===== config.mk =====
export PLATFORM = sky130hd
export DESIGN_NAME = serial_adder_8bit
export DESIGN_NICKNAME = d
export VERILOG_FILES = /design/src/rtl/alu_pkg.sv /design/src/rtl/bit_adder.sv /design/src/rtl/serial_adder_8bit.sv
export SDC_FILE = /design/constraint.sdc
export NUM_CORES = 1
export LEC_CHECK = 0
export ABC_AREA = 1
export BUFFER_PORTS_ARGS = -buffer_cell sky130_fd_sc_hd__buf_2
export CORE_ASPECT_RATIO = 1.25
export CORE_UTILIZATION = 45
export CTS_CLUSTER_SIZE = 8
export DETAILED_ROUTE_END_ITERATION = 8
export PLACE_DENSITY = 0.63
export SYNTH_ARGS = -nofsm -noshare
export SYNTH_HDL_FRONTEND = slang
export SYNTH_HIERARCHICAL = 1
export SYNTH_SLANG_ARGS = --single-unit
export TNS_END_PERCENT = 20

===== constraint.sdc =====
create_clock -name clk -period 1.6 [get_ports clk]
set_input_delay 0.16 -clock clk [delete_from_list [all_inputs] [get_ports clk]]
set_output_delay 0.16 -clock clk [all_outputs]
set_load 0.02 [all_outputs]

===== src/rtl/alu_pkg.sv =====
// Shared types and constants for the 8-bit ALU datapath blocks.
// Holds the sequencer state encoding, the default width and the counter sizing helper.
package alu_pkg;

  typedef enum logic [1:0] {
    IDLE  = 2'd0,
    SHIFT = 2'd1,
    DONE  = 2'd2
  } state_e;

  localparam int ALU_WIDTH = 8;

  // Bit counter must index 0..width-1.
  function automatic int cnt_width(input int width);
    return (width < 2) ? 1 : $clog2(width);
  endfunction

endpackage


===== src/rtl/bit_adder.sv =====
// Single-bit full adder used by the bit-serial ALU engine.
module bit_adder (
  input  logic a,
  input  logic b,
  input  logic carry_in,
  output logic result,
  output logic carry_out
);

  assign result    = a ^ b ^ carry_in;
  assign carry_out = (a & b) | (a & carry_in) | (b & carry_in);

endmodule


===== src/rtl/serial_adder_8bit.sv =====
// Bit-serial add/subtract engine: latches two operands and streams them LSB-first
// through one bit_adder, one bit per clock, assembling the result in a shift register.
module serial_adder_8bit
  import alu_pkg::*;
#(
  parameter int WIDTH = ALU_WIDTH
) (
  input  logic             clk,
  input  logic             rst,
  input  logic             start,
  input  logic             sub,
  input  logic [WIDTH-1:0] a,
  input  logic [WIDTH-1:0] b,
  output logic             busy,
  output logic             done,
  output logic [WIDTH-1:0] result,
  output logic             carry_out,
  output logic             overflow
);

  localparam int CW = cnt_width(WIDTH);
  localparam logic [CW-1:0] LAST_BIT = CW'(WIDTH - 1);
  localparam logic [CW-1:0] MSB_IN   = CW'(WIDTH - 2);

  // Handshake: start is accepted on a rising edge only in IDLE or DONE (busy=0);
  // done is a one-cycle pulse marking result/carry_out/overflow valid, which then
  // hold until the next accepted operation completes. start during busy is dropped.

  state_e           state;
  state_e           state_next;
  logic [WIDTH-1:0] a_sh;
  logic [WIDTH-1:0] b_sh;
  logic [WIDTH-1:0] res_sh;
  logic [CW-1:0]    cnt;
  logic             carry_reg;
  logic             c_msb_in;
  logic             bit_sum;
  logic             bit_co;
  logic             load;
  logic             last_bit;

  bit_adder u_bit_adder (
    .a         (a_sh[0]),
    .b         (b_sh[0]),
    .carry_in  (carry_reg),
    .result    (bit_sum),
    .carry_out (bit_co)
  );

  assign busy     = (state == SHIFT);
  assign done     = (state == DONE);
  assign last_bit = (state == SHIFT) && (cnt == LAST_BIT);

  always_comb begin
    state_next = state;
    load       = 1'b0;
    case (state)
      IDLE: begin
        if (start) begin
          load       = 1'b1;
          state_next = SHIFT;
        end
      end
      SHIFT: begin
        if (last_bit) state_next = DONE;
      end
      DONE: begin
        if (start) begin
          load       = 1'b1;
          state_next = SHIFT;
        end else begin
          state_next = IDLE;
        end
      end
      default: state_next = IDLE;
    endcase
  end

  always_ff @(posedge clk) begin
    if (rst) begin
      state     <= IDLE;
      a_sh      <= '0;
      b_sh      <= '0;
      res_sh    <= '0;
      cnt       <= '0;
      carry_reg <= 1'b0;
      c_msb_in  <= 1'b0;
      result    <= '0;
      carry_out <= 1'b0;
      overflow  <= 1'b0;
    end else begin
      state <= state_next;
      if (load) begin
        // Subtraction is a + ~b + 1: invert b and seed the carry with 1.
        a_sh      <= a;
        b_sh      <= sub ? ~b : b;
        carry_reg <= sub;
        cnt       <= '0;
      end else if (state == SHIFT) begin
        a_sh      <= a_sh >> 1;
        b_sh      <= b_sh >> 1;
        res_sh    <= {bit_sum, res_sh[WIDTH-1:1]};
        carry_reg <= bit_co;
        cnt       <= cnt + 1'b1;
        if (cnt == MSB_IN) c_msb_in <= bit_co;
        if (last_bit) begin
          result    <= {bit_sum, res_sh[WIDTH-1:1]};
          carry_out <= bit_co;
          overflow  <= c_msb_in ^ bit_co;
        end
      end
    end
  end

endmodule

Word level (Yosys, flattened, before mapping)
Index checks and enable logic that the tools add are counted.

storage, ports and cells
  register bits after elaboration = 41
  latch bits = 0
  bits in writable memories = 0
  bits in read-only memories = 0
  input port bits = 20
  output and inout port bits = 12
  logic and storage cells = 49
  memories = 0

operators by class
  $add $sub $neg = 1
  multipliers = 0
  divide/modulo/power cells = 0
  $lt $le $gt $ge = 0
  eq/ne operators = 6
  shift-type cells = 0
  multiplexer cells = 13
  bitwise gates (word level) = 10
  reductions and logical operators = 9

operators with widths
  cell                                                                      count
  8-bit two-way mux                                                         5
  8-bit inverter                                                            1
  3-bit equality test (second input constant)                               2
  2-bit one-hot mux with 3 select lines                                     1
  3-bit AND reduction                                                       2
  1-bit two-way mux                                                         5
  2-bit two-way mux                                                         2
  2-bit AND reduction                                                       2
  2-bit OR reduction                                                        2
  3-bit by 1-bit adder with 3-bit output (second input constant)            1
  1-bit bitwise AND                                                         3
  1-bit XOR                                                                 3
  2-bit by 1-bit equality test with 1-bit output (second input constant)    1
  2-bit equality test (second input constant)                               1
  2-bit zero test                                                           1
  2-bit by 1-bit inequality test with 1-bit output (second input constant)  1
  2-bit inequality test (second input constant)                             1
  1-bit OR                                                                  2
  2-bit nonzero test                                                        1
  1-bit logical AND                                                         1
  1-bit inverter                                                            1

Longest topological paths before layout
Gate-level depths: netlist (run 1).

  depth after elaboration = 5
  mapped depth = 8
  mapped depth without buffers = 8

Modules after synthesis
Netlist (run 1), hierarchy kept.

by module, submodules not included
  module             times used  cells each  area each (sq um)  sequential area each (sq um)
  serial_adder_8bit  1           252         1775.5             800.8
  bit_adder          1           1           20.0               0.0

Worst setup path before layout (run 1)
No wires, ideal clock.

  kind = register to register
  start point = register a_sh[0]
  end point = register c_msb_in
  setup time = 0.117 ns
  arrival time = 1.065 ns
  required time = 1.483 ns
  slack = 0.419 ns
  stages on the path, launching flop included = 6
  buffers on the path = 0
  clock period less this slack = 1.181 ns
  cell sequence = dfxtp_1 fa_1 nor2_1 nand3_1 nand2_1 nor2_1

on the way
  longest elaborated chain between the ends = 3
  elaborated cells between the ends (all ways) = 4
  those cells by class = 4 x bitwise

RTL lines
  what                     line                      RTL
  from (decl)              serial_adder_8bit.sv:31   logic [WIDTH-1:0] a_sh;
  from (signal assigned)   serial_adder_8bit.sv:100  a_sh <= a_sh >> 1;
  1-bit bitwise AND        bit_adder.sv:11           assign carry_out = (a & b) | (a & carry_in) | (b & carry_in);
  1-bit OR * (2 in a row)  bit_adder.sv:11
  via bit_co               serial_adder_8bit.sv:38   logic bit_co;
  to (signal assigned)     serial_adder_8bit.sv:105  if (cnt == MSB_IN) c_msb_in <= bit_co;
  to (decl)                serial_adder_8bit.sv:36   logic c_msb_in;

Mark *: on every way through the listed nets, which the timed path passes. The rest lies on a longest branch.
A chain may end at the register's enable or synchronous reset.

Worst setup path in the final report (run 1)
  start point = register state[0]
  end point = output port busy

on the way
  longest elaborated chain between the ends = 1

RTL lines
  what                                            line                     RTL
  from (decl)                                     serial_adder_8bit.sv:29  state_e state;
  from (signal assigned)                          serial_adder_8bit.sv:92  state <= state_next;
  2-bit by 1-bit equality test with 1-bit output  serial_adder_8bit.sv:50  assign busy = (state == SHIFT);
  to (decl)                                       serial_adder_8bit.sv:14  output logic busy,

No other way between the ends.

==> results of run 1 <==
-- routing by layer --
metal | global-route usage | share of wire | vias to the layer above | routed length [um]
met2 | 0.303 | 0.46 | 27 | 1690
li1 | - | - | 860 | -
met5 | 0 | 0 | - | 0
met1 | 0.236 | 0.48 | 712 | 1780
met3 | 0.0496 | 0.041 | 5 | 149
met4 | 0.0741 | 0.014 | 0 | 53
-- worst max-delay path, cell delays in order, from the launching register on --
cell,delay [ns]
dfxtp_2,0.40
inv_2,0.08
nor2_4,0.20
buf_4,0.19
buf_2,0.17
-- power breakdown --
part | total, W | switching [W] | internal [W]
Clock | 0.000899 | 0.000348 | 0.000550
Sequential | 0.00109 | 0.0000374 | 0.00105
Combinational | 0.000274 | 0.000165 | 0.000109
Total | 0.00226 | 0.000551 | 0.00171
-- synthesized netlist by cell type, drive strengths merged --
| master | number |
|---|---|
| ha | 3 |
| nor2 | 43 |
| nand3 | 21 |
| buf | 6 |
| o211ai | 1 |
| nand3b | 1 |
| dfxtp | 40 |
| clkbuf | 3 |
| a21oi | 8 |
| nor3 | 5 |
| inv | 27 |
| or2 | 1 |
| xor2 | 1 |
| o21a | 1 |
| fa | 1 |
| o21ai | 18 |
| a31oi | 1 |
| nand2 | 72 |
-- kinds of logic after synthesis --
logic type / count (synthesis)
AND/OR/NAND/NOR: 143
adder cells (fa/ha/maj): 4
XOR/XNOR: 1
flip-flops: 40
buffers and inverters: 36
AO/OA/AOI/OAI: 29
-- final cells by class --
cell class,count,area (um^2),share of cell area
inverter,27,101,0.0476
timing repair buffer,37,200,0.0940
tap,54,67.6,0.0317
multi-input combinational,177,833,0.391
sequential,40,802,0.376
clock buffer,7,96.3,0.0452
clock inverter,1,30.0,0.0141
-- through the flow --
step	setup slack, ns	total power (W)	instance area [um^2]	std cells
after global placement	0.309	0.00139	2000	335
final	0.112	0.00226	2130	343
after CTS	0.0876	0.00228	2130	343
after detailed placement	0.282	0.00139	2000	335
after floorplan	0.419	0.00131	1800	253
after global routing	0.0206	0.00236	2130	343
-- cells in the final DEF (no fill, tap or decap), types with 2 or more instances in the layout --
cell and instances:
ha_1 3, nor2_1 40, a21oi_1 8, inv_1 25, nor3_1 5, buf_4 6, nand2_4 3, buf_2 31
clkbuf_8 7, dfxtp_1 39, nor2_4 2, nand3_1 21, nand2_1 69, o21ai_0 18, inv_2 2
-- worst max-delay path by stage --
stage / to / cells past startpoint / slack, ns / startpoint
after floorplan: c_msb_in / 5 / 0.42 / a_sh[0]
after global placement: result[7] / 8 / 0.31 / cnt[1]
after detailed placement: result[7] / 8 / 0.28 / cnt[1]
after CTS: busy / 4 / 0.09 / state[0]
after global routing: busy / 4 / 0.02 / state[0]
final: busy / 4 / 0.11 / state[0]
==> out/qor.txt, run 1 <==
Fin nets = 312
Clock Latency Late Sink = 0.29 ns
# fillers = 383
Leading area contributor after synthesis = dfxtp_1
Crit. End Element = output port
Crit Path Category = reg -> out
Syn. warnings = 6
Post-Syn Area = 0.00180 mm^2
Final Max Tran Viols = 0
Die X = 58.5 um
Worst reg-to-reg path cell count = 8
Post-CTS sizing = 1
IO Port Bufs = 31
Post-DP HPWL = 2580 um
Post-CTS setup buffers = 0
Hold-critical path depth = 2
Reg-to-reg startpoint = cnt[1]
Avg WL per Cell = 10.7 um
Largest net degree at the start of global routing = 24
Post-synthesis xor/xnor area fraction = 0.00488
CTS Buf Count = 5
Compound-cell area share of the yosys netlist = 0.0843
Period utilisation layout = 0.930
Worst vdd ir = 0.000719 V
Crit Reg-Reg Endpoint = result[7]
Leakage power = 1.12 nW
ANT nets after route = 0
DR pass1 iterations = 4
Max FO, Critical Path = 8
Setup tns final = 0 ns
Power Density = 1060 mW/mm^2
Vias in the first global route = 1,349
Synth unique cells = 25
Arrival time worst endpoint = 1.33 ns
Mux share of post-synthesis cell area = 0
Main combinational cell family by area after synthesis = simple AND/OR/NAND/NOR gates
Synth Area in Simple Gates = 0.343
TritonCTS clock tree = done
Top-level I/O count = 32
CP Launch Type = flip-flop
Layout cell share with drive strength beyond 1 = 0.190
Status = completed
Max cap viols = 0
# rows = 25
Synthesized instance count = 253
Worst Tran Pin Value = 0.290 ns
Synth top area cells = dfxtp_1 (45%), nand2_1 (14%), nor2_1 (8.4%), nand3_1 (5.9%), inv_1 (5.2%)
RSZ-0062 raised after global routing = false
Clk buf depth = 2
Gp weighted congestion = 0.711
Largest registers = a_sh x8, b_sh x8, result x8
Fin. Hold Viols = 0
Hold path start = rst
Cts hold-fix bufs = 0
Setup Skew = 0.00732 ns
Area share of the largest cell type after synthesis = 0.446
Worst hold endpoint = state[0]
Final Core Density = 0.563
Hold_ws = 0.0843 ns
Synth-to-layout area growth = 18.7%
Total number of H-tree levels = 2
Sequential fraction of the synthesis area = 0.446
Drt initial violations = 36
F_max = 672 MHz
R2R Setup Slk = 0.27 ns
Worst path required time = 1.44 ns
Initial antenna violation count = 0
Core ar. = 0.00378 mm^2
Hold Crit Class = in -> reg
DRT Wirelength = 3670 um
Vias = 1,604
CTS root buf = clkbuf_8
Grt ovf = 0
Synth Register Bits = 40
Vias per inst = 4.68
Setup-failing EPs final = 0
Avg Cell Area, Syn = 7.10 um^2
First-pass GRT wire length = 6020 um
N_diodes = 0
Die height = 72.6 um
Clk sinks = 40
All-Layer GR Usage = 0.187
Residual DRC count = 0
Slew margin rel. = 0.806
Mapped Nets = 277
Full die area = 0.00425 mm^2
Initial core utilization = 0.474
Tmin final = 1.49 ns
Adder-Cell Fraction of Synth Area = 0.0321
Worst-path clk slew = 0.08 ns
No activity file was read; power rests on OpenSTA's default activity.
==> run 2: changes to the inputs <==
--- a/config.mk
+++ b/config.mk
@@ -5,13 +5,13 @@
 export SDC_FILE = /design/constraint.sdc
 export NUM_CORES = 1
 export LEC_CHECK = 0
-export ABC_AREA = 1
 export BUFFER_PORTS_ARGS = -buffer_cell sky130_fd_sc_hd__buf_2
 export CORE_ASPECT_RATIO = 1.25
 export CORE_UTILIZATION = 45
 export CTS_CLUSTER_SIZE = 8
 export DETAILED_ROUTE_END_ITERATION = 8
 export PLACE_DENSITY = 0.63
+export SLEW_MARGIN = 40
 export SYNTH_ARGS = -nofsm -noshare
 export SYNTH_HDL_FRONTEND = slang
 export SYNTH_HIERARCHICAL = 1
==> run 2 against run 1 <==
  * Combinational power decreased by 14%
  * Sequential share of layout area increased by 4.1 points
  * Final cell count decreased by 25%
  * Non-clock buffer count decreased by 1
  * Worst setup slack improved by 0.027 ns
  * Die area decreased by 6.3%
  * Synthesized cell count decreased by 25%
==> out/qor.txt, run 2 <==
Synth-to-layout area growth = 14.2%
Status = completed
DRT Wirelength = 3060 um
Arrival time worst endpoint = 1.30 ns
CTS root buf = clkbuf_8
Setup Skew = 0.00361 ns
Avg WL per Cell = 11.9 um
Core ar. = 0.00351 mm^2
Final Max Tran Viols = 0
Reg area = 801 um^2
First-pass GRT wire length = 5310 um
Sw Ratio = 0.243
Most frequent cells in the layout = dfxtp_1 (40), nand2_1 (38), buf_2 (31)
Max cap viols = 0
Top-count cell post-synth = dfxtp_1
Top post-synthesis cells by count = dfxtp_1 (40), nand2_1 (38), a21oi_1 (26)
CP Launch Type = flip-flop
Largest registers = a_sh x8, b_sh x8, result x8
Combinational share of power = 0.117
Hold path start = a[0]
Post-CTS sizing = 0
Post-placement cell area = 0.00182 mm^2
TritonCTS clock tree = done
Setup-failing EPs final = 0
Post-Syn Area = 0.00168 mm^2
Synth unique cells = 30
Synth top area cells = dfxtp_1 (48%), nand2_1 (8.5%), a21oi_1 (7.7%), xor2_1 (4.2%), nor3_1 (3.6%)
Power Density = 1050 mW/mm^2
Clk sinks = 40
Die X = 56.6 um
Vias = 1,378
# rows = 24
Syn. warnings = 6
Vias per inst = 5.34
EDFF count, synth = 0
Hold Crit Class = in -> reg
Top-level I/O count = 32
Worst-path clk slew = 0.07 ns
Area share of the largest cell type after synthesis = 0.477
Residual DRC count = 0
ANT nets after route = 0
Worst vdd ir = 0.000783 V
Crit Path Category = reg -> out
Layout cell share with drive strength beyond 1 = 0.210
Cell internal pwr = 0.00152 W
Area occupied by multi-input gates = 767 um^2
Initial antenna violation count = 0
Crit. End Element = output port
Leakage power = 0.763 nW
Mapped Nets = 215
Setup tns final = 0 ns
Post-DP HPWL = 2090 um
Die height = 70.3 um
Leading area contributor after synthesis = dfxtp_1
All-Layer GR Usage = 0.169
Avg Cell Area, Syn = 8.79 um^2
Total number of H-tree levels = 2
# fillers = 336
Post-CTS setup buffers = 0
Synth Register Bits = 40
Largest net degree at the start of global routing = 41
Clk pwr share = 0.351
F_max = 685 MHz
Synthesized instance count = 191
Cts hold-fix bufs = 0
CTS Buf Count = 5
Clk buf depth = 2
Most common cell after layout, fill and taps aside = dfxtp_1
Gp weighted congestion = 0.718
Reg-to-reg startpoint = cnt[0]
Worst path required time = 1.44 ns
Slew margin rel. = 0.733
Worst Setup SP = state[0]
Top_reg_cell synth = dfxtp_1
Vias in the first global route = 1,245
Sequential fraction of the synthesis area = 0.477
RSZ-0062 raised after global routing = false
Full die area = 0.00398 mm^2
Fin. Hold Viols = 0
N_diodes = 0
DR pass1 iterations = 4
Fraction of registers with async set/reset = 0
Sw Pwr = 0.000489 W
Fin nets = 243
Period utilisation layout = 0.913
Grt ovf = 0
Worst Tran Pin Value = 0.401 ns
Max FO, Critical Path = 28
Initial core utilization = 0.478
Clock Latency Late Sink = 0.28 ns
Drt initial violations = 66
Post-route cell area = 0.00192 mm^2
Final Core Density = 0.546
Tmin final = 1.46 ns
IO Port Bufs = 31
Sequential share of power = 0.531
==> run 2: cell count changes after synthesis, moves of 5 or more <==
cell / change
nand3_1: -12
xor2_1: +7
a21oi_1: +18
a22oi_1: +8
inv_1: -24
o22ai_1: +5
nor3_1: +7
nand2_1: -31
nor2_1: -34
o21ai_0: -17
==> run 2: kinds of logic after synthesis <==
group                      Yosys count  synth area share
and+or+nand+nor                     73             0.195
AOI/OAI and AO/OA                   45             0.163
DFF                                 40             0.477
buffers and inverters               17            0.0663
xor gates and xnor gates            10            0.0522
adders and majority gates            4            0.0343
muxes                                2            0.0119
==> run 2: worst paths after layout <==
check                                  to  slack (ns)  cells past startpoint
worst max-delay path                 busy        0.14                      3
worst min-delay path              a_sh[0]        0.16                      3
worst max register to register   overflow        0.15                      5
worst min register to register  result[7]        0.45                      2
==> run 2: critical path, cell delays in order, from the launching register on <==
cell and delay, ns:
dfxtp_1 0.40, nand2b_1 0.18, inv_6 0.22, buf_2 0.20
==> run 2: routing by layer <==
metal / vias to the layer above / track usage / wire length, um
met4: 0 / 0.0732 / 42
met5: - / 0 / 0
met2: 37 / 0.298 / 1590
met1: 618 / 0.190 / 1300
li1: 716 / - / -
met3: 7 / 0.0389 / 132
==> run 2: per-stage QoR <==
stage                     total power [W]  setup WS, ns  std cells  hold WS (ns)
after detailed placement          0.00133         0.145        251         0.443
after global routing              0.00210        0.0243        258         0.164
after global placement            0.00132         0.213        251         0.440
after floorplan                   0.00128         0.312        191         0.341
after CTS                         0.00204         0.124        258         0.158
final                             0.00201         0.139        258         0.157
==> run 2: final cells by class <==
type	count	share of cell area
multi-input cells	134	0.400
flip-flops and latches	40	0.417
well taps	39	0.0254
inverters	2	0.00652
clock buffers	7	0.0502
repair buffers	36	0.100
==> run 2: power by group through the flow <==
stage | clock (W) | sequential, W | combinational, W
CTS | 0.000727 | 0.00107 | 0.000240
floorplan | 0 | 0.00109 | 0.000192
global placement | 0 | 0.00109 | 0.000232
detailed placement | 0 | 0.00109 | 0.000239
finish | 0.000707 | 0.00107 | 0.000236
global route | 0.000761 | 0.00107 | 0.000267
